File: src/rtl/pc_ras.sv
// pc_ras: fetch-stage program counter with an optional return-address stack.
//
// Word-addressed program counter. The next address is chosen from sequential
// (+1), absolute jump, register jump, conditional branch and return targets.
// pc_addr changes only on an advance cycle: load_instr high with neither stall
// asserted. A cache stall freezes everything.
//
// Build option: define PC_RAS_EN to build the return-address stack. Without it
// there is no stack storage, ret acts as a register jump, call is ignored, and
// the stack status outputs are tied off.
//
// Ports:
//   clk, rst_                 clock, asynchronous active-low reset
//   pc_addr                   current instruction address (registered)
//   cache_stall, stall_pipe   freeze all state
//   load_instr                advance enable
//   jmp, addr                 absolute jump and its target field
//   jreg, r1_data             register jump and its target value
//   breq/equal, brne/not_equal, sign_ext_imm   conditional branch controls
//   call, ret                 push link address / pop and redirect
//   ras_empty, ras_full       stack occupancy status
//   ras_ovf                   sticky: a push happened while full
//   ras_miss                  one-cycle pulse after a ret taken on an empty stack
module pc_ras #(
  parameter int unsigned     BITS       = 32,
  parameter int unsigned     RAS_DEPTH  = 4,
  parameter logic [BITS-1:0] RESET_ADDR = '0
) (
  input  logic            clk,
  input  logic            rst_,
  output logic [BITS-1:0] pc_addr,
  input  logic            cache_stall,
  input  logic            stall_pipe,
  input  logic            load_instr,
  input  logic            jmp,
  input  logic [BITS-7:0] addr,
  input  logic            jreg,
  input  logic [BITS-1:0] r1_data,
  input  logic            breq,
  input  logic            equal,
  input  logic            brne,
  input  logic            not_equal,
  input  logic [BITS-1:0] sign_ext_imm,
  input  logic            call,
  input  logic            ret,
  output logic            ras_empty,
  output logic            ras_full,
  output logic            ras_ovf,
  output logic            ras_miss
);

  logic [BITS-1:0] pc_q, pc_d;
  logic [BITS-1:0] p1, jump_t, branch_t, ret_tgt;
  logic            adv, take_br;

  assign adv      = load_instr && !stall_pipe && !cache_stall;
  assign p1       = pc_q + BITS'(1);
  assign jump_t   = {pc_q[BITS-1:BITS-4], 2'b00, addr};
  assign branch_t = pc_q + sign_ext_imm;
  assign take_br  = (breq && equal) || (brne && not_equal);

  always_comb begin
    pc_d = p1;
    if (ret)          pc_d = ret_tgt;
    else if (jreg)    pc_d = r1_data;
    else if (jmp)     pc_d = jump_t;
    else if (take_br) pc_d = branch_t;
  end

  always_ff @(posedge clk or negedge rst_) begin
    if (!rst_)    pc_q <= RESET_ADDR;
    else if (adv) pc_q <= pc_d;
  end

  assign pc_addr = pc_q;

`ifdef PC_RAS_EN
  localparam int CW = $clog2(RAS_DEPTH + 1);
  localparam int PW = $clog2(RAS_DEPTH);
  localparam logic [CW-1:0] DEPTH_C = CW'(RAS_DEPTH);
  localparam logic [PW-1:0] LAST_C  = PW'(RAS_DEPTH - 1);

  // sp_q is the next free slot; the top entry sits one below it (circularly).
  logic [BITS-1:0] stack_q [RAS_DEPTH];
  logic [PW-1:0]   sp_q, sp_d, top_idx, wr_idx;
  logic [CW-1:0]   cnt_q, cnt_d;
  logic            ovf_q, ovf_d, miss_q, miss_d;
  logic            empty, push, pop;

  assign empty   = (cnt_q == '0);
  assign top_idx = (sp_q == '0) ? LAST_C : sp_q - PW'(1);
  assign ret_tgt = empty ? r1_data : stack_q[top_idx];
  assign push    = adv && call && (jmp || jreg || ret);
  assign pop     = adv && ret && !empty;
  // Pop-then-push collapses to overwriting the current top in place.
  assign wr_idx  = pop ? top_idx : sp_q;

  always_comb begin
    sp_d   = sp_q;
    cnt_d  = cnt_q;
    ovf_d  = ovf_q;
    miss_d = adv && ret && empty;
    if (push && !pop) begin
      sp_d = (sp_q == LAST_C) ? '0 : sp_q + PW'(1);
      // Pushing while full overwrites the oldest slot; the count saturates.
      if (cnt_q == DEPTH_C) ovf_d = 1'b1;
      else                  cnt_d = cnt_q + CW'(1);
    end else if (pop && !push) begin
      sp_d  = top_idx;
      cnt_d = cnt_q - CW'(1);
    end
  end

  always_ff @(posedge clk or negedge rst_) begin
    if (!rst_) begin
      sp_q   <= '0;
      cnt_q  <= '0;
      ovf_q  <= 1'b0;
      miss_q <= 1'b0;
    end else begin
      sp_q   <= sp_d;
      cnt_q  <= cnt_d;
      ovf_q  <= ovf_d;
      miss_q <= miss_d;
    end
  end

  // Entries are don't-care after reset, so the storage carries no reset.
  always_ff @(posedge clk) begin
    if (push) stack_q[wr_idx] <= p1;
  end

  assign ras_empty = empty;
  assign ras_full  = (cnt_q == DEPTH_C);
  assign ras_ovf   = ovf_q;
  assign ras_miss  = miss_q;
`else
  logic unused_call;

  assign unused_call = call;
  assign ret_tgt     = r1_data;
  assign ras_empty   = 1'b1;
  assign ras_full    = 1'b0;
  assign ras_ovf     = 1'b0;
  assign ras_miss    = 1'b0;
`endif

endmodule

File: config.mk
export PLATFORM = sky130hd
export DESIGN_NAME = pc_ras
export DESIGN_NICKNAME = d
export VERILOG_FILES = /design/src/rtl/pc_ras.sv
export SDC_FILE = /design/constraint.sdc
export NUM_CORES = 1
export LEC_CHECK = 0
export CAP_MARGIN = 20
export CORE_ASPECT_RATIO = 0.9
export CORE_MARGIN = 1
export CORE_UTILIZATION = 40
export DETAILED_ROUTE_END_ITERATION = 10
export GPL_TIMING_DRIVEN = 0
export PLACE_DENSITY_LB_ADDON = 0.15
export SLEW_MARGIN = 10
export SYNTH_ARGS = -nofsm -noshare
export SYNTH_HDL_FRONTEND = slang
export SYNTH_SLANG_ARGS = --single-unit
File: constraint.sdc
create_clock -name clk -period 2.7 [get_ports clk]
set_input_delay 0.54 -clock clk [delete_from_list [all_inputs] [get_ports clk]]
set_output_delay 0.54 -clock clk [all_outputs]
set_load 0.03 [all_outputs]
Yosys cells after proc, flatten, opt, wreduce, memory -nomap -nowiden
Cells that the tools add are included.

Flip-flop bits (word level): 32. Bits of input ports: 103. Output and inout bits: 36. Word-level logic and storage cells: 17.

$add $sub $neg: 2. Eq/ne operators: 1. Multiplexer cells: 4. Reductions and logical operators: 8.

Operator list (count): 2-to-1 mux 32 bit (4); adder 32 x 1 -> 32 bit (second input constant) (1); adder 32 bit (1); logical AND 1 bit (4); != test 3 x 1 -> 1 bit (second input constant) (1); logical NOT 1 bit (2); AND reduction 2 bit (1); logical OR 1 bit (1).

Logic depth before layout (Yosys ltp)
Depth after elaboration: 6. Depth in mapped cells: 15. Mapped depth without buffers: 14.

Least setup slack after synthesis
OpenSTA, ideal clock, no wires.

Path kind: input -> register. Start: input brne. End: register pc_q[27], in the netlist pc_addr[27]. Library setup time: 0.126 ns. Arrival: 3.476 ns. Required time: 2.574 ns. Path slack: -0.902 ns. Cell stages on the path: 14. Buffers on the path: 1. Cells stage by stage: a22oi_1 -> clkbuf_1 -> nor2b_1 -> ha_1 -> a21o_1 -> a31o_2 -> o211ai_2 -> o211ai_2 -> o211a_4 -> o311ai_4 -> and2b_2 -> o21ai_1 -> xnor2_1 -> a221o_1.

Cells in the longest elaborated chain, start to end: 6.

RTL lines: start: declaration (RTL line 41) `input logic brne,`; logical AND 1 bit (RTL line 60) `assign take_br = (breq && equal) || (brne && not_equal);`; logical OR 1 bit (RTL line 60); 2-to-1 mux 32 bit (RTL line 67) `else if (take_br) pc_d = branch_t;`; 2-to-1 mux 32 bit (RTL line 66) `else if (jmp) pc_d = jump_t;`; 2-to-1 mux 32 bit (RTL line 65) `else if (jreg) pc_d = r1_data;`; 2-to-1 mux 32 bit (RTL line 64) `if (ret) pc_d = ret_tgt;`; end signal: assignment (RTL line 72) `else if (adv) pc_q <= pc_d;`; end: declaration (RTL line 52) `logic [BITS-1:0] pc_q, pc_d;`.

Every way passes these cells. The select of a mux whose other input is x is not followed. A chain may end at the register's enable or synchronous reset.

Final worst setup path
Start: input not_equal. End: register pc_q[27], in the netlist pc_addr[27].

Cells in the longest elaborated chain, start to end: 6.

RTL lines: start: declaration (RTL line 42) `input logic not_equal,`; logical AND 1 bit (RTL line 60); logical OR 1 bit (RTL line 60); 2-to-1 mux 32 bit (RTL line 67); 2-to-1 mux 32 bit (RTL line 66); 2-to-1 mux 32 bit (RTL line 65); 2-to-1 mux 32 bit (RTL line 64).

Every way passes these cells. The select of a mux whose other input is x is not followed.

==> results.py <==
metrics = {
    "grt": {
        "gr-total-overflow": 0,
        "grt_pass1_wl_mm": 21.0,
        "antenna_found_initial": 0,
        "grt_usage": 0.294,
        "grt_start_max_net_pins": 20,
        "grt_pass1_vias": 4262,
    },
    "critical_path": {
        "cp.arrival_ns": 3.48,
        "crit_required_ns": 2.88,
        "start_kind": "input port",
        "crit_fanout": 6,
        "path_class": "input port to register",
        "cp-startpoint": "not_equal",
        "reg2reg_from": "pc_addr[12]$_DFFE_PN0P_",
        "critPathCaptureType": "register",
        "reg2reg_slack_ns": -0.15,
    },
    "logic_synthesis": {
        "synth-seq-cells": 32,
        "synth-edff-count": 0,
        "yosysSeqAreaShare": 0.229,
        "synth_warnings": 0,
        "netlist_instances": 461,
        "synth_area_um2": 3490,
        "syn_avg_cell_area_um2": 7.58,
        "synth_top_area_cell": "dfrtp_1",
        "async_reset_ff_frac": 1.00,
        "ys_top_cells_by_area": "dfrtp_1, ha_1, o21ai_0",
        "ys_types": 54,
        "post-synth-top-area-fraction": 0.229,
        "ys.flop_type": "dfrtp_1",
    },
    "finish": {
        "layout_commonest_cell": "clkdlybuf4s50_1",
        "finish.utilization": 0.727,
        "nets": 791,
        "layout_common_cells": "clkdlybuf4s50_1, nand2_1, buf_4, o21ai_1, dfrtp_1",
        "area_growth_pct": 71.8,
        "drive_above_1_share": 0.235,
        "fillers": 635,
        "antenna_cells": 0,
        "largest_register_ff_count": 32,
    },
    "clock_tree": {
        "numCtsBuffers": 5,
        "clock_sinks": 32,
        "cts_tree": "built",
        "insertion_delay_ns": 0.30,
        "htreeDepth": 2,
        "clk_pin_slew_worst_paths_ns": 0.09,
        "clockBufferDepth": 2,
        "root_buffer": "clkbuf_8",
        "holdBufCountCts": 0,
    },
    "pwr": {
        "cellPowerDensity_nw_per_um2": 510,
        "combPwrFrac": 0.635,
        "power.total_mw": 3.06,
        "p_seq_frac": 0.219,
        "p_leak_nw": 2.56,
        "p_int_mw": 1.74,
        "p_sw_frac": 0.433,
        "ir_drop_mv": 0.261,
        "pwr-share-clk": 0.146,
        "switchingPower_mw": 1.33,
    },
    "status": {
        "status": "complete, but fails checks",
        "violations": "negative setup slack",
    },
    "timing": {
        "setup_violations": 25,
        "max_slew.worst_pin.slew_ns": 0.834,
        "slew_violations": 0,
        "slew-limit-headroom": 0.444,
        "fin_crit_sh": 1.22,
        "setup_ws_ns": -0.604,
        "final.setup.tns_ns": -8.93,
        "rsz0062_at_grt": "true",
        "fin_crit_ns": 3.30,
        "hold_viol": 0,
        "fin_skew_ns": 0.0141,
        "clock.fmax_ghz": 0.303,
    },
    "min_path": {
        "hp-class": "input port to asynchronous set/reset pin",
    },
    "placed_design": {
        "dpl.hpwl_mm": 9.52,
        "port_buffers": 133,
        "gp_congestion": 0.971,
    },
    "detailed_routing": {
        "wire_per_inst_um": 19.1,
        "drt_first_iter_violations": 295,
        "wl_mm": 14.7,
        "post-route-drc-count": 0,
        "drtPass1Iterations": 5,
        "ant_nets": 0,
        "drt-vias-per-instance": 5.74,
        "num_vias": 4424,
    },
    "floorplanning": {
        "die-area_um2": 9110,
        "rows": 31,
        "initial_utilization": 0.423,
        "die_y_um": 90.7,
        "io_pins": 139,
        "die_x_um": 101,
        "core_um2": 8260,
    },
    "job": {
        "cap_viol_max_count": 0,
    },
}
==> final timing paths <==
check / end / depth (start not counted)
setup / recovery: pc_addr[27]$_DFFE_PN0P_ / 17
hold / removal: pc_addr[7]$_DFFE_PN0P_ / 1
setup reg to reg: pc_addr[27]$_DFFE_PN0P_ / 11
hold reg to reg: pc_addr[13]$_DFFE_PN0P_ / 2
max in group asynchronous: pc_addr[20]$_DFFE_PN0P_ / 2
min in group clk: pc_addr[13]$_DFFE_PN0P_ / 2
==> timing repair <==
action	CTS	global route
cloned	0	0
endpoints found under the setup margin	31	26
buffers inserted	39	19
pin swaps	58	56
gates resized for setup	93	69
==> power by group through the flow <==
stage	combinational, mW	clock (mW)	sequential (mW)
6_report	1.94	0.446	0.671
4_1_cts	1.71	0.439	0.662
2_1_floorplan	0.769	0	0.835
3_5_place_dp	1.48	0	0.669
3_3_place_gp	1.45	0	0.665
5_1_grt	2.06	0.469	0.679
==> metal layers <==
metal | up-vias | share of wire | track usage
met3 | 42 | 0.089 | 0.0728
met2 | 241 | 0.48 | 0.486
met4 | 0 | 0.026 | 0.0833
li1 | 2044 | - | -
met5 | - | 0 | 0
met1 | 2097 | 0.40 | 0.378
==> cells in the mapped netlist, drive strengths merged (2+ instances only) <==
| cell type | instances |
|---|---|
| a211o | 2 |
| a211oi | 3 |
| a21o | 14 |
| a21oi | 36 |
| a221oi | 3 |
| a22oi | 3 |
| a31oi | 6 |
| and2 | 2 |
| and3 | 3 |
| buf | 8 |
| clkbuf | 19 |
| conb | 2 |
| dfrtp | 32 |
| ha | 31 |
| inv | 5 |
| mux2i | 7 |
| nand2 | 66 |
| nand2b | 2 |
| nand3 | 5 |
| nand4 | 5 |
| nor2 | 31 |
| nor2b | 33 |
| nor3 | 12 |
| o211ai | 17 |
| o21a | 3 |
| o21ai | 61 |
| o21bai | 2 |
| o311ai | 2 |
| o31ai | 3 |
| or2 | 2 |
| or3 | 3 |
| xnor2 | 12 |
| xor2 | 14 |
==> metrics by stage <==
stage	std cells	setup WS [ns]	cell area [µm²]	hold slack [ns]
after CTS	758	-0.575	5650	0.185
after floorplan	463	-0.702	3530	0.244
after detailed placement	712	-1.71	5030	0.497
after global placement	711	-1.68	5000	0.499
after global routing	771	-0.643	6000	0.182
final	771	-0.604	6000	0.167
==> area by class of cell <==
class | instances | area, µm² | share of cell area
clock buffer | 7 | 96.3 | 0.0160
sequential | 32 | 801 | 0.133
buffer | 26 | 161 | 0.0269
tap | 115 | 144 | 0.0240
timing repair buffer | 187 | 1810 | 0.301
multi-input combinational | 399 | 2970 | 0.495
inverter | 5 | 18.8 | 0.00313
==> worst max-delay path, stage by stage <==
cell and delay [ns]:
buf_6 0.09, a22oi_2 0.17, buf_6 0.16, clkbuf_16 0.17, buf_8 0.11, nor2b_4 0.03
ha_2 0.18, a21o_1 0.20, a31o_4 0.22, o211ai_2 0.21, o211ai_4 0.11, o211a_4 0.27
o311ai_4 0.28, and2b_2 0.22, o21ai_2 0.06, xnor2_1 0.13, a221o_1 0.29
==> kinds of logic after synthesis <==
family                     share of synthesized area
DFF                                            0.229
AOI/OAI and AO/OA                              0.298
adders and majority gates                      0.117
muxes                                         0.0201
xor gates and xnor gates                      0.0652
other                                        0.00215
buffers and inverters                         0.0405
and+or+nand+nor                                0.229
Power figures use the tool's default switching activity.
